**config.mk**
```make
export PLATFORM = sky130hd
export DESIGN_NAME = sample_frame_tx
export DESIGN_NICKNAME = d
export VERILOG_FILES = /design/src/rtl/sample_frame_tx.sv
export SDC_FILE = /design/constraint.sdc
export NUM_CORES = 1
export LEC_CHECK = 0
export BUFFER_PORTS_ARGS = -buffer_cell sky130_fd_sc_hd__buf_2
export CORE_AREA = 2 2 177 179
export CTS_CLUSTER_DIAMETER = 80
export DETAILED_ROUTE_END_ITERATION = 10
export DIE_AREA = 0 0 179 181
export PLACE_DENSITY = 0.66
export SETUP_SLACK_MARGIN = 0.05
export SLEW_MARGIN = 5
export SYNTH_ARGS = -nofsm -noshare
export SYNTH_HDL_FRONTEND = slang
export SYNTH_SLANG_ARGS = --single-unit
```
**constraint.sdc**
```tcl
create_clock -name sclk -period 7.77 [get_ports sclk]
set_clock_uncertainty 0.2 [all_clocks]
set_input_delay 1.1655 -clock sclk [delete_from_list [all_inputs] [get_ports sclk]]
set_output_delay 1.1655 -clock sclk [all_outputs]
set_load 0.01 [all_outputs]
```
**src/rtl/sample_frame_tx.sv**
```systemverilog
// sample_frame_tx
//   Decimates an 8-bit sample stream and buffers the kept samples in a small
//   FIFO. Emits fixed-length frames on a valid/ready byte interface:
//   HDR0, HDR1, FRAME_LEN, FRAME_LEN payload bytes, and an optional checksum.
//
//   Optional feature: define SAMPLE_FRAME_CKSUM_EN to append a mod-256 sum of
//   the payload bytes as the last byte of each frame.
//
// Ports:
//   sclk      system clock, rising edge
//   rst_n     synchronous active-low reset; flushes the FIFO and abandons any frame
//   din/din_v sample stream from the sine generator
//   tx_data/tx_valid/tx_ready  outgoing byte handshake
//   busy      frame in progress
//   ovf_cnt   saturating count of samples dropped on a full FIFO
module sample_frame_tx #(
  parameter int          DEC_NUM    = 63,
  parameter int          FRAME_LEN  = 16,
  parameter int          FIFO_DEPTH = 32,
  parameter logic [7:0]  HDR0       = 8'h55,
  parameter logic [7:0]  HDR1       = 8'hAA
) (
  input  logic        sclk,
  input  logic        rst_n,
  input  logic [7:0]  din,
  input  logic        din_v,
  output logic [7:0]  tx_data,
  output logic        tx_valid,
  input  logic        tx_ready,
  output logic        busy,
  output logic [15:0] ovf_cnt
);

  localparam int AW = $clog2(FIFO_DEPTH);
  localparam int CW = AW + 1;
  localparam int DW = (DEC_NUM > 0) ? $clog2(DEC_NUM + 1) : 1;

  typedef enum logic [2:0] {
    S_IDLE, S_HDR0, S_HDR1, S_LEN, S_PAY
`ifdef SAMPLE_FRAME_CKSUM_EN
    , S_CKS
`endif
  } state_t;

  state_t         state, state_nxt;
  logic [7:0]     mem [FIFO_DEPTH];
  logic [AW-1:0]  wr_ptr, rd_ptr;
  logic [CW-1:0]  cnt;
  logic [DW-1:0]  dec_cnt;
  logic [7:0]     byte_cnt, byte_cnt_nxt;
  logic [7:0]     data_nxt;
  logic [7:0]     head, head1;
  logic           capture, full, wr, hs, pop;
`ifdef SAMPLE_FRAME_CKSUM_EN
  logic [7:0]     cks, cks_nxt;
`endif

  assign capture = din_v && (dec_cnt == '0);
  // Fullness is taken before any same-cycle pop, so a write to a full FIFO
  // is dropped even when a payload byte leaves on the same edge.
  assign full    = (cnt == CW'(FIFO_DEPTH));
  assign wr      = capture && !full;
  assign hs      = tx_valid && tx_ready;
  assign pop     = hs && (state == S_PAY);
  assign head    = mem[rd_ptr];
  // tx_data is registered, so the byte after a pop is read one slot ahead.
  // Only used while payload bytes remain, so that slot is always filled.
  assign head1   = mem[rd_ptr + AW'(1)];

  always_ff @(posedge sclk) begin
    if (wr) mem[wr_ptr] <= din;
  end

  always_ff @(posedge sclk) begin
    if (!rst_n) begin
      state    <= S_IDLE;
      tx_data  <= 8'h00;
      tx_valid <= 1'b0;
      busy     <= 1'b0;
      ovf_cnt  <= 16'h0000;
      wr_ptr   <= '0;
      rd_ptr   <= '0;
      cnt      <= '0;
      dec_cnt  <= '0;
      byte_cnt <= 8'h00;
`ifdef SAMPLE_FRAME_CKSUM_EN
      cks      <= 8'h00;
`endif
    end else begin
      if (din_v) dec_cnt <= (dec_cnt == DW'(DEC_NUM)) ? '0 : dec_cnt + DW'(1);
      if (wr) wr_ptr <= wr_ptr + AW'(1);
      if (capture && full && ovf_cnt != 16'hFFFF) ovf_cnt <= ovf_cnt + 16'h0001;
      if (pop) rd_ptr <= rd_ptr + AW'(1);
      cnt      <= cnt + CW'(wr) - CW'(pop);
      state    <= state_nxt;
      tx_data  <= data_nxt;
      tx_valid <= (state_nxt != S_IDLE);
      busy     <= (state_nxt != S_IDLE);
      byte_cnt <= byte_cnt_nxt;
`ifdef SAMPLE_FRAME_CKSUM_EN
      cks      <= cks_nxt;
`endif
    end
  end

  always_comb begin
    state_nxt    = state;
    data_nxt     = tx_data;
    byte_cnt_nxt = byte_cnt;
`ifdef SAMPLE_FRAME_CKSUM_EN
    cks_nxt      = cks;
`endif
    case (state)
      S_IDLE: if (cnt >= CW'(FRAME_LEN)) begin
        state_nxt = S_HDR0;
        data_nxt  = HDR0;
`ifdef SAMPLE_FRAME_CKSUM_EN
        cks_nxt   = 8'h00;
`endif
      end
      S_HDR0: if (hs) begin
        state_nxt = S_HDR1;
        data_nxt  = HDR1;
      end
      S_HDR1: if (hs) begin
        state_nxt    = S_LEN;
        data_nxt     = 8'(FRAME_LEN);
        byte_cnt_nxt = 8'h00;
      end
      S_LEN: if (hs) begin
        state_nxt = S_PAY;
        data_nxt  = head;
      end
      S_PAY: if (hs) begin
`ifdef SAMPLE_FRAME_CKSUM_EN
        cks_nxt = cks + tx_data;
`endif
        if (byte_cnt == 8'(FRAME_LEN - 1)) begin
`ifdef SAMPLE_FRAME_CKSUM_EN
          state_nxt = S_CKS;
          data_nxt  = cks + tx_data;
`else
          state_nxt = S_IDLE;
          data_nxt  = 8'h00;
`endif
        end else begin
          byte_cnt_nxt = byte_cnt + 8'h01;
          data_nxt     = head1;
        end
      end
`ifdef SAMPLE_FRAME_CKSUM_EN
      S_CKS: if (hs) begin
        state_nxt = S_IDLE;
        data_nxt  = 8'h00;
      end
`endif
      default: state_nxt = S_IDLE;
    endcase
  end

endmodule

```
==> results.json, run 1 <==
{
  "outcome": "finished, final reports clean",
  "min_period_ps": 3990,
  "p_leak_nw": 5.23,
  "synth-main-ff-cell": "edfxtp_1",
  "die-area_um2": 32400,
  "ir_drop_mv": 0.147,
  "fin_setup_tns_ps": 0,
  "powerDensity_nw_per_um2": 232,
  "core_um2": 30300,
  "cpPeakStageDelay_ps": 900,
  "start_util_pct": 49.8,
  "path_class": "reg2reg",
  "crit_arrival_ps": 4190,
  "cts.sinks": 319,
  "hold_viol": 0,
  "min-delay-path-class": "reg2reg",
  "post_drt_wl_per_cell_um": 29.0,
  "worstPathRequired_ps": 7970,
  "synth_top_area_cell": "edfxtp_1",
  "pwr-share-clk_pct": 43.4,
  "relSlewSlack_pct": 31.6,
  "worstPathCellList": "ha_2 -> buf_4 -> mux4_2 -> and2_1 -> a2111oi_0 -> a311oi_1 -> o21ai_0 -> nand3_1",
  "syn-cell-area_um2": 15100,
  "dp.cells": 1375,
  "fmax_ghz": 0.251,
  "clk_latency_ps": 510,
  "vias_per_cell": 6.60,
  "synthArstFlopShare_pct": 0,
  "ff2ff_path_depth": 8,
  "yosysMostFrequentCell": "edfxtp_1",
  "yosys_warnings": 0,
  "synth_cells": 989,
  "overflow": 0,
  "dp_hpwl_um": 27800,
  "cts_resized": 0,
  "cts_setup_buffers": 0,
  "layout.cells.non_filler": 1436,
  "synth_nets": 1020,
  "drt_wl_total_um": 41700,
  "fin_nets": 1047,
  "rsz0062_at_grt": "no",
  "clk_pin_slew_ps": 60,
  "num_vias": 9484,
  "grtUsageTotal_pct": 26.1,
  "cp_top_family": "adder cells",
  "drtPass1Iterations": 5,
  "row_count": 64,
  "diodes": 0,
  "io_pins": 38,
  "hold_depth": 2,
  "synth_area_leaders": "edfxtp_1, mux4_2, dfxtp_1",
  "cts_hold_buffers": 0,
  "synth_edf_count": 256,
  "drv_slew": 0,
  "worst_slew_pin_slew_ps": 1020,
  "htreeDepth": 2,
  "setup_violations": 0,
  "post-route-period-util_pct": 51.4,
  "drive_gt1_share_pct": 22.9,
  "comb_power_share_pct": 7.3,
  "p_sw_mw": 0.885,
  "drc": 0,
  "clk_root_buffer_cell": "clkbuf_16",
  "fillers": 2403,
  "r2r-end": "tx_data[3]$_SDFFE_PN0P_",
  "critPathBufInv": 1,
  "fp.dieW_um": 179,
  "die_y_um": 181,
  "rr_startpoint": "rd_ptr[0]$_SDFFE_PN0P_",
  "numCtsBuffers": 35,
  "place.port_buffers": 37,
  "grt_pass1_wl_um": 60600,
  "pwr-share-seq_pct": 49.3,
  "antenna_found_initial": 0,
  "tritoncts": "done",
  "worstSetupStartpointType": "flip-flop",
  "syn2layout_area_growth_pct": 11.1,
  "maxCapViolations": 0,
  "internal_power_mw": 3.02,
  "hp-start": "byte_cnt[3]$_SDFFE_PN0P_",
  "sw_frac_of_total_pct": 22.7,
  "avgSynthCellArea_um2": 15.3,
  "place.gp.congestion": 0.983,
  "synth_top_area_share_pct": 50.8,
  "r2r_setup_slack_ps": 3780,
  "ys_seq_area_share_pct": 59.2,
  "ys_ff_latch": 319,
  "cts_buffer_depth": 3,
  "grt_max_degree": 54,
  "drtAntennaViolNets": 0,
  "crit_slowest_cell": "ha_2",
  "synth_top_cells_by_count": "edfxtp_1, mux4_2, nor2_1",
  "yosysUniqueCellTypes": 58,
  "worst_setup_path_end_kind": "flip-flop",
  "hold_path_end": "byte_cnt[3]$_SDFFE_PN0P_",
  "drtIter0Drc": 1494,
  "crit_path_max_fanout": 34,
  "grt_pass1_vias": 9152
}
==> flip-flops by register name, summed over array words and instances (netlist names), named ones only <==
signal and flops:
ovf_cnt 16, dec_cnt 6, busy 1, rd_ptr 5
tx_data 8, state 3, byte_cnt 8, mem 256
cnt 6, wr_ptr 5
==> routing by layer <==
| metal | GRT usage [%] | part of all wire (%) |
|---|---|---|
| met4 | 9.56 | 4.1 |
| met1 | 36.7 | 39 |
| met3 | 6.80 | 12 |
| met5 | 0 | 0 |
| met2 | 39.3 | 45 |
==> cell families after synthesis <==
group	synth area share [%]
DFF	59.2
adders and majority gates	1.62
xor gates and xnor gates	2.26
and+or+nand+nor	8.27
muxes	21.9
buffers and inverters	2.10
AOI/OAI and AO/OA	4.65
==> worst reg2reg max path: stages (launching register included) <==
cell	delay [ps]
dfxtp_4	800
ha_2	940
buf_4	590
mux4_2	400
and2_1	170
a2111oi_0	470
a311oi_1	120
o21ai_0	100
nand3_1	80
==> final cells by class <==
class	instances	area [um^2]	share of cell area, %
clock buffer	39	891	5.30
clock inverter	22	262	1.56
inverter	19	71.3	0.424
multi-input combinational	593	5860	34.9
sequential	319	8960	53.3
tap	396	495	2.95
timing repair buffer	48	268	1.59
==> power by group through the flow <==
stage / logic (mW) / registers, mW / clock network (mW)
2_1_floorplan: 0.173 / 1.95 / 0
3_3_place_gp: 0.281 / 1.96 / 0
3_5_place_dp: 0.282 / 1.96 / 0
4_1_cts: 0.283 / 1.93 / 1.71
5_1_grt: 0.312 / 1.93 / 1.78
6_report: 0.285 / 1.93 / 1.69
==> through the flow <==
| stage | instance area (um^2) | hold slack (ps) | total power, mW | util, % | worst slack (ps) |
|---|---|---|---|---|---|
| after detailed placement | 15700 | 314 | 2.24 | 51.6 | 3490 |
| after CTS | 16800 | 323 | 3.92 | 55.4 | 3850 |
| final | 16800 | 324 | 3.91 | 55.4 | 3780 |
| after global placement | 15700 | 292 | 2.24 | 51.6 | 3590 |
| after floorplan | 15100 | 266 | 2.13 | - | 3970 |
| after global routing | 16800 | 349 | 4.02 | 55.4 | 3610 |
==> placed cells by master, fill, tap and decap left out, types with 9 or more instances in the layout <==
cell       netlist  final
a21oi_1         17     17
a22oi_1          9      9
and2_1          27     27
buf_2           17     37
buf_4            2     11
clkbuf_16        0     35
dfxtp_1         63     59
edfxtp_1       256    256
ha_1            18     17
inv_1           18     18
mux2i_1         58     58
mux4_2         118    118
nand2_1         53     53
nand3_1         31     31
nand4_1          9      9
nor2_1          67     67
nor2b_1         14     14
nor3_1          14     14
o211ai_1        13     13
o21ai_0         15     15
or3_1            9      9
xnor2_1         18     18
xor2_1          21     21
==> worst max path at each step <==
stage / from / endpoint / slack [ps] / cells after the start
6_report: rd_ptr[0]$_SDFFE_PN0P_ / tx_data[3]$_SDFFE_PN0P_ / 3780 / 8
5_1_grt: rd_ptr[0]$_SDFFE_PN0P_ / tx_data[3]$_SDFFE_PN0P_ / 3610 / 8
4_1_cts: rd_ptr[0]$_SDFFE_PN0P_ / tx_data[6]$_SDFFE_PN0P_ / 3850 / 6
3_5_place_dp: din_v / mem[31][0]$_DFFE_PP_ / 3490 / 5
3_3_place_gp: din_v / mem[30][1]$_DFFE_PP_ / 3590 / 5
2_1_floorplan: din_v / cnt[4]$_SDFF_PN0_ / 3970 / 13
(Power assumes the default switching activity.)
==> inputs of run 2 (changes only) <==
==> constraint.sdc (replaced) <==
create_clock -name sclk -period 4.15 [get_ports sclk]
set_clock_uncertainty 0.2 [all_clocks]
set_input_delay 0.6225 -clock sclk [delete_from_list [all_inputs] [get_ports sclk]]
set_output_delay 0.6225 -clock sclk [all_outputs]
set_load 0.01 [all_outputs]
==> results.json, run 2 (synthesized netlist as in run 1, its figures left out) <==
{
  "clk_root_buffer_cell": "clkbuf_16",
  "ir_drop_mv": 0.315,
  "largest_register": "mem",
  "cts_hold_buffers": 0,
  "crit_path_start": "cnt[3]$_SDFF_PN0_",
  "top_layer_used": "met4",
  "largest_reg_flops": 256,
  "outcome": "finished, final reports clean",
  "drv_slew": 0,
  "clk_pin_slew_ps": 60,
  "endpoint": "cnt[4]$_SDFF_PN0_",
  "layout.cells.non_filler": 1469,
  "worst_slew_pin_slew_ps": 908,
  "place.port_buffers": 37,
  "clk_latency_ps": 520,
  "final_area_um2": 17000,
  "finalPower_mw": 7.17,
  "r2r_setup_slack_ps": 990,
  "cts.sinks": 319,
  "row_count": 64,
  "fmax_ghz": 0.316,
  "layout_commonest_cell": "edfxtp_1",
  "cts_resized": 0,
  "numCtsBuffers": 35,
  "grt_max_degree": 67,
  "cts_buffer_depth": 3,
  "vias_per_cell": 6.33,
  "setup_violations": 0,
  "overflow": 0,
  "grt_pass1_vias": 9093,
  "ff2ff_path_depth": 16,
  "wl_met2_um": 18800,
  "worstSetupStartpointType": "flip-flop",
  "worstPathRequired_ps": 4360,
  "crit_arrival_ps": 3370,
  "maxCapViolations": 0,
  "top_regs": "mem x256, ovf_cnt x16",
  "dp.cells": 1406,
  "pre_cts_slack_ps": 659,
  "rr_startpoint": "cnt[3]$_SDFF_PN0_",
  "post_drt_wl_per_cell_um": 26.8,
  "timing.hold.ws_ps": 207,
  "drtIter0Drc": 993,
  "route.met3.wl_um": 3370,
  "rsz0062_at_grt": "no",
  "tritoncts": "done",
  "place.gp.congestion": 0.932,
  "post-route-period-util_pct": 76.2,
  "fin_util_pct": 56.2,
  "wl_met1_um": 16200,
  "r2r-end": "cnt[4]$_SDFF_PN0_",
  "min-delay-path-class": "in2reg",
  "fin_setup_tns_ps": 0,
  "place_area_um2": 15900,
  "drive_gt1_share_pct": 25.1,
  "dp_hpwl_um": 26800,
  "powerDensity_nw_per_um2": 420,
  "grt_pass1_wl_um": 58900,
  "fin_nets": 1078,
  "relSlewSlack_pct": 39.3,
  "drt_wl_total_um": 39400,
  "min_period_ps": 3160,
  "diodes": 0,
  "drc": 0,
  "syn2layout_area_growth_pct": 12.7,
  "fp.dieW_um": 179,
  "io_pins": 38,
  "mostFrequentLayoutCells": "edfxtp_1, mux4_2, nor2_1",
  "num_vias": 9293,
  "path_class": "reg2reg",
  "setup_ws_ps": 988,
  "drtAntennaViolNets": 0,
  "htreeDepth": 2,
  "drtPass1Iterations": 6,
  "worst_setup_path_end_kind": "flip-flop",
  "die_y_um": 181,
  "hold_viol": 0,
  "antenna_found_initial": 1,
  "core_um2": 30300,
  "grtUsageTotal_pct": 24.9,
  "p_leak_nw": 5.38,
  "start_util_pct": 49.8,
  "die-area_um2": 32400,
  "crit_path_max_fanout": 8,
  "cts_setup_buffers": 0
}
run 2: cell count changes in the layout (fill, tap and decap cells not counted), sizes merged:
cell,previous run,this run
clkinvlp,2,4
bufinv,6,2
buf,48,79
clkbuf,39,46
clkinv,14,12
inv,19,18
run 2: critical path: stages, from the launching register on:
cell,delay (ps)
dfxtp_1,320
inv_1,70
ha_1,130
or4bb_1,510
nor3b_2,170
buf_4,180
inv_1,60
ha_1,220
inv_1,60
ha_1,150
inv_1,60
fa_1,410
inv_1,80
a21oi_1,60
nor2_1,130
o21ai_0,90
and3_1,160
run 2: power breakdown:
part	switching, mW	internal (mW)
logic	0.316	0.209
registers	0.0620	3.54
clock network	1.25	1.80
total	1.63	5.54
run 2: per-layer routing:
layer  vias up  GRT usage (%)
li1       4028              -
met4         0           7.06
met2       469           39.3
met3        71           3.91
met5         -              0
met1      4725           36.1
run 2: cell type report:
| class | count | area, um^2 |
|---|---|---|
| flip-flops and latches | 319 | 8960 |
| fillers | 2368 | 13300 |
| well taps | 396 | 495 |
| inverters | 19 | 71.3 |
| clock inverters | 17 | 144 |
| clock buffers | 46 | 981 |
| repair buffers | 79 | 538 |
| multi-input cells | 593 | 5860 |
run 2: how the worst min path moves through the flow:
stage / startpoint / to / slack (ps) / depth (start not counted)
detailed placement: tx_data[7]$_SDFFE_PN0P_ / tx_data[7]$_SDFFE_PN0P_ / 290 / 2
CTS: rst_n / state[2]$_SDFF_PN0_ / 200 / 2
finish: rst_n / state[2]$_SDFF_PN0_ / 210 / 2
global placement: dec_cnt[5]$_SDFFE_PN0P_ / dec_cnt[5]$_SDFFE_PN0P_ / 290 / 2
global route: rst_n / busy$_SDFF_PN0_ / 220 / 2
floorplan: dec_cnt[5]$_SDFFE_PN0P_ / dec_cnt[5]$_SDFFE_PN0P_ / 270 / 2
